`src/rtl/game_pkg.sv`:
```
// Shared game constants: screen bounds, spawn point, motion steps and player FSM encoding.
package game_pkg;

    localparam int unsigned COORD_W   = 10;
    localparam int unsigned ARITH_W   = 11;
    localparam int unsigned BTN_W     = 4;

    localparam int unsigned H_START   = 40;
    localparam int unsigned V_START   = 240;
    localparam int unsigned STEP      = 4;
    localparam int unsigned H_MIN     = 20;
    localparam int unsigned H_GOAL    = 600;
    localparam int unsigned V_MIN     = 20;
    localparam int unsigned V_MAX     = 460;
    localparam int unsigned LVL_MAX   = 99;
    localparam int unsigned GRAVITY   = 2;
    localparam int unsigned HALF_SIZE = 20;

    typedef enum logic [1:0] {
        ST_IDLE  = 2'd0,
        ST_SPAWN = 2'd1,
        ST_PLAY  = 2'd2,
        ST_WIN   = 2'd3
    } state_t;

    // Saturate a signed intermediate coordinate into [lo, hi].
    function automatic logic [COORD_W-1:0] clamp_coord(
        input logic signed [ARITH_W-1:0] val,
        input int unsigned               lo,
        input int unsigned               hi
    );
        logic signed [ARITH_W-1:0] lo_s;
        logic signed [ARITH_W-1:0] hi_s;
        lo_s = $signed(ARITH_W'(lo));
        hi_s = $signed(ARITH_W'(hi));
        if (val < lo_s) begin
            return COORD_W'(lo);
        end
        if (val > hi_s) begin
            return COORD_W'(hi);
        end
        return COORD_W'(val);
    endfunction

endpackage

```
`src/rtl/btn_sync.sv`:
```
// Two-flop synchroniser for the raw button levels.
module btn_sync #(
    parameter int unsigned WIDTH = 4
) (
    input  logic             clk,
    input  logic             reset,
    input  logic [WIDTH-1:0] din,
    output logic [WIDTH-1:0] dout
);

    logic [WIDTH-1:0] meta;

    // Metastability stage followed by the stable output stage.
    always_ff @(posedge clk or posedge reset) begin
        if (reset) begin
            meta <= '0;
            dout <= '0;
        end else begin
            meta <= din;
            dout <= meta;
        end
    end

endmodule

```
`src/rtl/player_ctrl.sv`:
```
// Player motion and level controller feeding the collision/score stage.
// Optional feature: define PLAYER_GRAVITY_EN to add a constant downward drift in PLAY.
module player_ctrl
    import game_pkg::*;
(
    input  logic               clk,
    input  logic               reset,
    input  logic               move_tick,
    input  logic               btn_up,
    input  logic               btn_down,
    input  logic               btn_left,
    input  logic               btn_right,
    input  logic               reset_player,
    output logic [COORD_W-1:0] player_h,
    output logic [COORD_W-1:0] player_v,
    output logic [COORD_W-1:0] level,
    output logic               level_up
);

    logic [BTN_W-1:0] btn_s;
    logic             up_s;
    logic             down_s;
    logic             left_s;
    logic             right_s;
    state_t           state;

    logic signed [ARITH_W-1:0] dh;
    logic signed [ARITH_W-1:0] dv;
    logic signed [ARITH_W-1:0] h_sum;
    logic signed [ARITH_W-1:0] v_sum;
    logic [COORD_W-1:0]        h_next;
    logic [COORD_W-1:0]        v_next;

    btn_sync #(
        .WIDTH (BTN_W)
    ) u_btn_sync (
        .clk   (clk),
        .reset (reset),
        .din   ({btn_up, btn_down, btn_left, btn_right}),
        .dout  (btn_s)
    );

    assign up_s    = btn_s[3];
    assign down_s  = btn_s[2];
    assign left_s  = btn_s[1];
    assign right_s = btn_s[0];

    // Candidate position for a PLAY tick: signed step, optional gravity, clamp to screen bounds.
    always_comb begin
        dh = '0;
        dv = '0;
        if (right_s && !left_s) begin
            dh = $signed(ARITH_W'(STEP));
        end else if (left_s && !right_s) begin
            dh = -$signed(ARITH_W'(STEP));
        end
        if (up_s && !down_s) begin
            dv = -$signed(ARITH_W'(STEP));
        end else if (down_s && !up_s) begin
            dv = $signed(ARITH_W'(STEP));
        end
`ifdef PLAYER_GRAVITY_EN
        // Gravity yields only to an effective upward move; cancelled up+down still drifts.
        if (!(up_s && !down_s)) begin
            dv = dv + $signed(ARITH_W'(GRAVITY));
        end
`endif
        h_sum  = $signed({1'b0, player_h}) + dh;
        v_sum  = $signed({1'b0, player_v}) + dv;
        h_next = clamp_coord(h_sum, H_MIN, H_GOAL);
        v_next = clamp_coord(v_sum, V_MIN, V_MAX);
    end

    // Game FSM with registered position, level and level-up pulse.
    always_ff @(posedge clk or posedge reset) begin
        if (reset) begin
            state    <= ST_IDLE;
            player_h <= COORD_W'(H_START);
            player_v <= COORD_W'(V_START);
            level    <= COORD_W'(1);
            level_up <= 1'b0;
        end else begin
            level_up <= 1'b0;
            if (reset_player && (state != ST_IDLE)) begin
                // Collision request wins over motion and goal detection.
                state    <= ST_SPAWN;
                player_h <= COORD_W'(H_START);
                player_v <= COORD_W'(V_START);
            end else begin
                case (state)
                    ST_IDLE: begin
                        player_h <= COORD_W'(H_START);
                        player_v <= COORD_W'(V_START);
                        if (move_tick && (|btn_s)) begin
                            state <= ST_PLAY;
                        end
                    end
                    ST_SPAWN: begin
                        player_h <= COORD_W'(H_START);
                        player_v <= COORD_W'(V_START);
                        if (move_tick) begin
                            state <= ST_PLAY;
                        end
                    end
                    ST_PLAY: begin
                        if (move_tick) begin
                            player_h <= h_next;
                            player_v <= v_next;
                            if (h_next == COORD_W'(H_GOAL)) begin
                                state <= ST_WIN;
                            end
                        end
                    end
                    ST_WIN: begin
                        if (level >= COORD_W'(LVL_MAX)) begin
                            level <= COORD_W'(LVL_MAX);
                        end else begin
                            level <= level + COORD_W'(1);
                        end
                        level_up <= 1'b1;
                        player_h <= COORD_W'(H_START);
                        player_v <= COORD_W'(V_START);
                        state    <= ST_SPAWN;
                    end
                    default: begin
                        state <= ST_IDLE;
                    end
                endcase
            end
        end
    end

endmodule

```
`config.mk`:
```
export PLATFORM = sky130hd
export DESIGN_NAME = player_ctrl
export DESIGN_NICKNAME = d
export VERILOG_FILES = /design/src/rtl/game_pkg.sv /design/src/rtl/btn_sync.sv /design/src/rtl/player_ctrl.sv
export SDC_FILE = /design/constraint.sdc
export NUM_CORES = 1
export LEC_CHECK = 0
export ABC_CLOCK_PERIOD_IN_PS = 3600
export BUFFER_PORTS_ARGS = -buffer_cell sky130_fd_sc_hd__buf_2
export CAP_MARGIN = 20
export CORE_MARGIN = 1
export CORE_UTILIZATION = 30
export CTS_CLUSTER_SIZE = 14
export DETAILED_ROUTE_END_ITERATION = 10
export SLEW_MARGIN = 30
export SYNTH_ARGS = -nofsm -noshare
export SYNTH_HDL_FRONTEND = slang
export SYNTH_SLANG_ARGS = --single-unit
```
`constraint.sdc`:
```
create_clock -name clk -period 3.6 [get_ports clk]
set_clock_uncertainty 0.15 [all_clocks]
set_input_delay 0.54 -clock clk [delete_from_list [all_inputs] [get_ports clk]]
set_output_delay 0.54 -clock clk [all_outputs]
set_load 0.01 [all_outputs]
```
==> metrics.md <==
| Metric | Value |
|---|---|
| Outcome | finished, violations left |
| Failing checks | DRC |
| Peak supply drop | 0.2508 mV |
| Top delay family on crit path | compound AO/OA/AOI/OAI gates |
| RSZ-0062 raised after global routing | false |
| Clock Tree Root | clkbuf_8 |
| Main combinational cell family by area after synthesis | compound AO/OA/AOI/OAI gates |
| Width of the die | 97.96 um |
| Buf/Inv on CP | 1 |
| Adder-Cell Fraction of Synth Area | 7.971% |
| HP Start | btn_right |
| Hold-fix buffers at CTS | 0 |
| Maximum clock path buffer count | 2 |
| Die height | 97.96 um |
| Number of global-route vias before repair | 2203 |
| Simple-Gate Fraction of Synth Area | 21.92% |
| Final setup viols | 0 |
| Post-Syn Area per Cell | 8.527 um^2 |
| Synth unique cells | 63 |
| Via count of the routed design | 2440 |
| Total Routing Usage GR | 13.84% |
| Routability-driven placement congestion ratio | 0.8586 |
| DRT Pass-1 Iters | 7 |
| Starting Density | 31.37% |
| Critical path class | flip-flop to flip-flop |
| DRT iter0 DRCs | 170 |
| Core area | 0.008806 mm^2 |
| Yosys warns | 0 |
| Slew HR | 58.21% |
| Mux cell area share after synthesis | 1.132% |
| Post-synth EDFFs | 0 |
| Post-Synthesis Cells | 324 |
| Worst-path cell chain | inv_1 > ha_1 > ha_1 > ha_1 > or3_1 > a21oi_2 > o41a_1 > o311ai_1 > a211oi_4 > nand4_1 > nor2b_4 > a221o_1 |
| XOR/XNOR share of the synthesized area | 4.438% |
| Antenna diodes | 0 |
| Clock Sinks | 39 |
| Setup TNS | 0 ns |
| Routed Antenna Nets | 0 |
| # port buffers | 36 |
| Worst R2R Start | u_btn_sync.dout[0] |
| Critical path startpoint category | flip-flop |
| Ys flop type | dfrtp_1 |
| Slowest CP cell | dfrtp_1 |
| F_max | 297.5 MHz |
| Total Die Area | 0.009596 mm^2 |
| Postcts setup bufs | 0 |
| Min-Delay Path Class | input port to flip-flop |
| Initial antenna violation count | 0 |
| Number of max-cap violations | 0 |
| Global-route wire length before repair | 10810 um |
| P_leak | 1.414 nW |
| CTS clk-pin slew, worst paths | 0.08 ns |
| H-tree depth | 2 |
| Slew @ Worst Pin | 0.6203 ns |
| Pwr Density | 444.2 mW/mm^2 |
| CP Data Required Time | 3.68 ns |
| WP data arrival | 3.44 ns |
| CP dominant cell by count | ha_1 |
| # IOs | 39 |
| Dpl hpwl | 4730 um |
| Row count | 34 |
| Via-to-Cell Ratio | 5.236 |
| Final Worst Setup Slack | 0.2384 ns |
| Gates resized, CTS repair | 0 |
| Nets@finish | 382 |
| Sequential share of the synthesized area | 35.64% |
| Ys async rst share | 100.0% |
| Pre-CTS setup slack | 0.2623 ns |
| DRC violations left | 3 |
| Mean routed wirelength per cell | 13.68 um |
| CTS buffer count | 5 |
| Clock Latency Late Sink | 0.30 ns |
| Final Max Tran Viols | 0 |
| Share of layout cells above drive strength 1 | 18.16% |
| Grt ovf | 0 |
| Area Growth Syn to Fin | 14.09% |
| CTS tree | yes |
| Worst setup EP type | flip-flop |
| Crit-path max FO | 7 |
| #FFs+latches synth | 39 |
| Crit path time final | 3.362 ns |
| Post-synth design cell area | 0.002763 mm^2 |
| Crit-path max cell delay | 0.36 ns |
| Period Utilization, post-route | 93.38% |
| Final Hold Viols | 0 |
| Largest net degree at the start of global routing | 40 |
| Critical path origin | u_btn_sync.dout[0] |
| DRT Wirelength | 6377 um |
| Compound-cell area share of the yosys netlist | 23.41% |
cells in the final DEF, fill, tap and decap left out, types with 4 or more instances in the layout:
master    synthesis  routed
nand3_1           8       8
nor2_1           22      22
dfrtp_1          32      32
o211ai_1          5       5
o21ai_0          25      25
or3_1             5       5
xnor2_1           9       9
clkbuf_8          0       5
inv_1            22      22
buf_2             4      36
nor2b_1           7       7
and3_1            4       4
nand2_1          28      28
xor2_1            5       5
a21oi_1          22      22
ha_1             16      16
a31oi_1           9       9
nand2b_1         10      10
nor3_1           14      14
dfstp_2           7       7
sequential cells by signal, indices dropped and copies added, names as in the netlist:
name and flops:
level 10, level_up 1, player_h 10, player_v 8, state 2, u_btn_sync.dout 4
u_btn_sync.meta 4
metrics by stage:
stage	area (um^2)	hold WS, ns	util (%)	power, mW	cells
floorplan	2766	0.1812	-	0.9117	325
global placement	3039	0.1830	34.51	1.030	458
detailed placement	3039	0.1858	34.51	1.037	458
CTS	3152	0.1830	35.79	1.412	466
global route	3152	0.1795	35.79	1.504	466
finish	3152	0.1941	35.79	1.400	466
cell usage after synthesis, drive strengths merged, types with 4 or more instances:
cell type  count  share of area (%)
or3            5                1.1
nor3          14                2.5
dfrtp         32                 29
ha            16                7.2
nand2         28                3.8
dfstp          7                6.7
o211ai         5                1.4
a21oi         23                4.3
buf            9                1.7
o21ai         28                5.1
and3           4               0.91
nor2b          8                2.1
a31oi          9                2.0
nand2b        11                2.6
inv           22                3.0
nor2          22                3.0
nand3          8                1.4
clkbuf         5               0.68
xnor2          9                2.9
xor2           5                1.6
cells by family (layout without fill, tap and decap cells):
group	count (synthesis)	after routing
multiplexers	3	3
XOR/XNOR	14	14
adder cells (fa/ha/maj)	17	17
AND/OR/NAND/NOR	117	117
flip-flops	39	39
buffers and inverters	36	69
other	1	2
AO/OA/AOI/OAI	97	97
worst paths after layout:
check	slack [ns]	cells past startpoint	endpoint
max in group asynchronous	2.74	3	player_v[5]
worst max register to register	0.24	12	player_h[3]
worst max-delay path	0.24	12	player_h[3]
min in group asynchronous	0.20	3	state[1]
worst min register to register	0.20	0	u_btn_sync.dout[2]
worst min-delay path	0.19	1	u_btn_sync.meta[0]
metal layers:
metal	global-route usage [%]	up-vias	part of all wire [%]
li1	-	1222	-
met1	19.14	1150	48
met2	21.45	61	45
met3	2.935	7	5.7
met4	4.545	0	1.2
met5	0	-	0
area by class of cell:
class	instances	area (um^2)
fillers	899	5654
multi-input cells	250	1634
flip-flops and latches	39	984.7
repair buffers	39	202.7
well taps	108	135.1
inverters	22	82.58
clock buffers	5	68.82
clock inverters	3	43.79
worst reg2reg max path, stage by stage (launching register included):
cell and delay, ns:
dfrtp_1 0.36, inv_1 0.09, ha_1 0.24, ha_1 0.25
ha_1 0.25, or3_1 0.34, a21oi_2 0.28, o41a_1 0.21
o311ai_1 0.14, a211oi_4 0.35, nand4_1 0.18, nor2b_4 0.17
a221o_1 0.29
where the power goes:
group	total (mW)	internal [mW]	switching [mW]	leakage (nW)
Combinational	0.457	0.184	0.273	0.861
Clock	0.371	0.206	0.165	0.0581
Sequential	0.571	0.502	0.0698	0.495
Total	1.40	0.893	0.507	1.41
(Power assumes the default switching activity.)
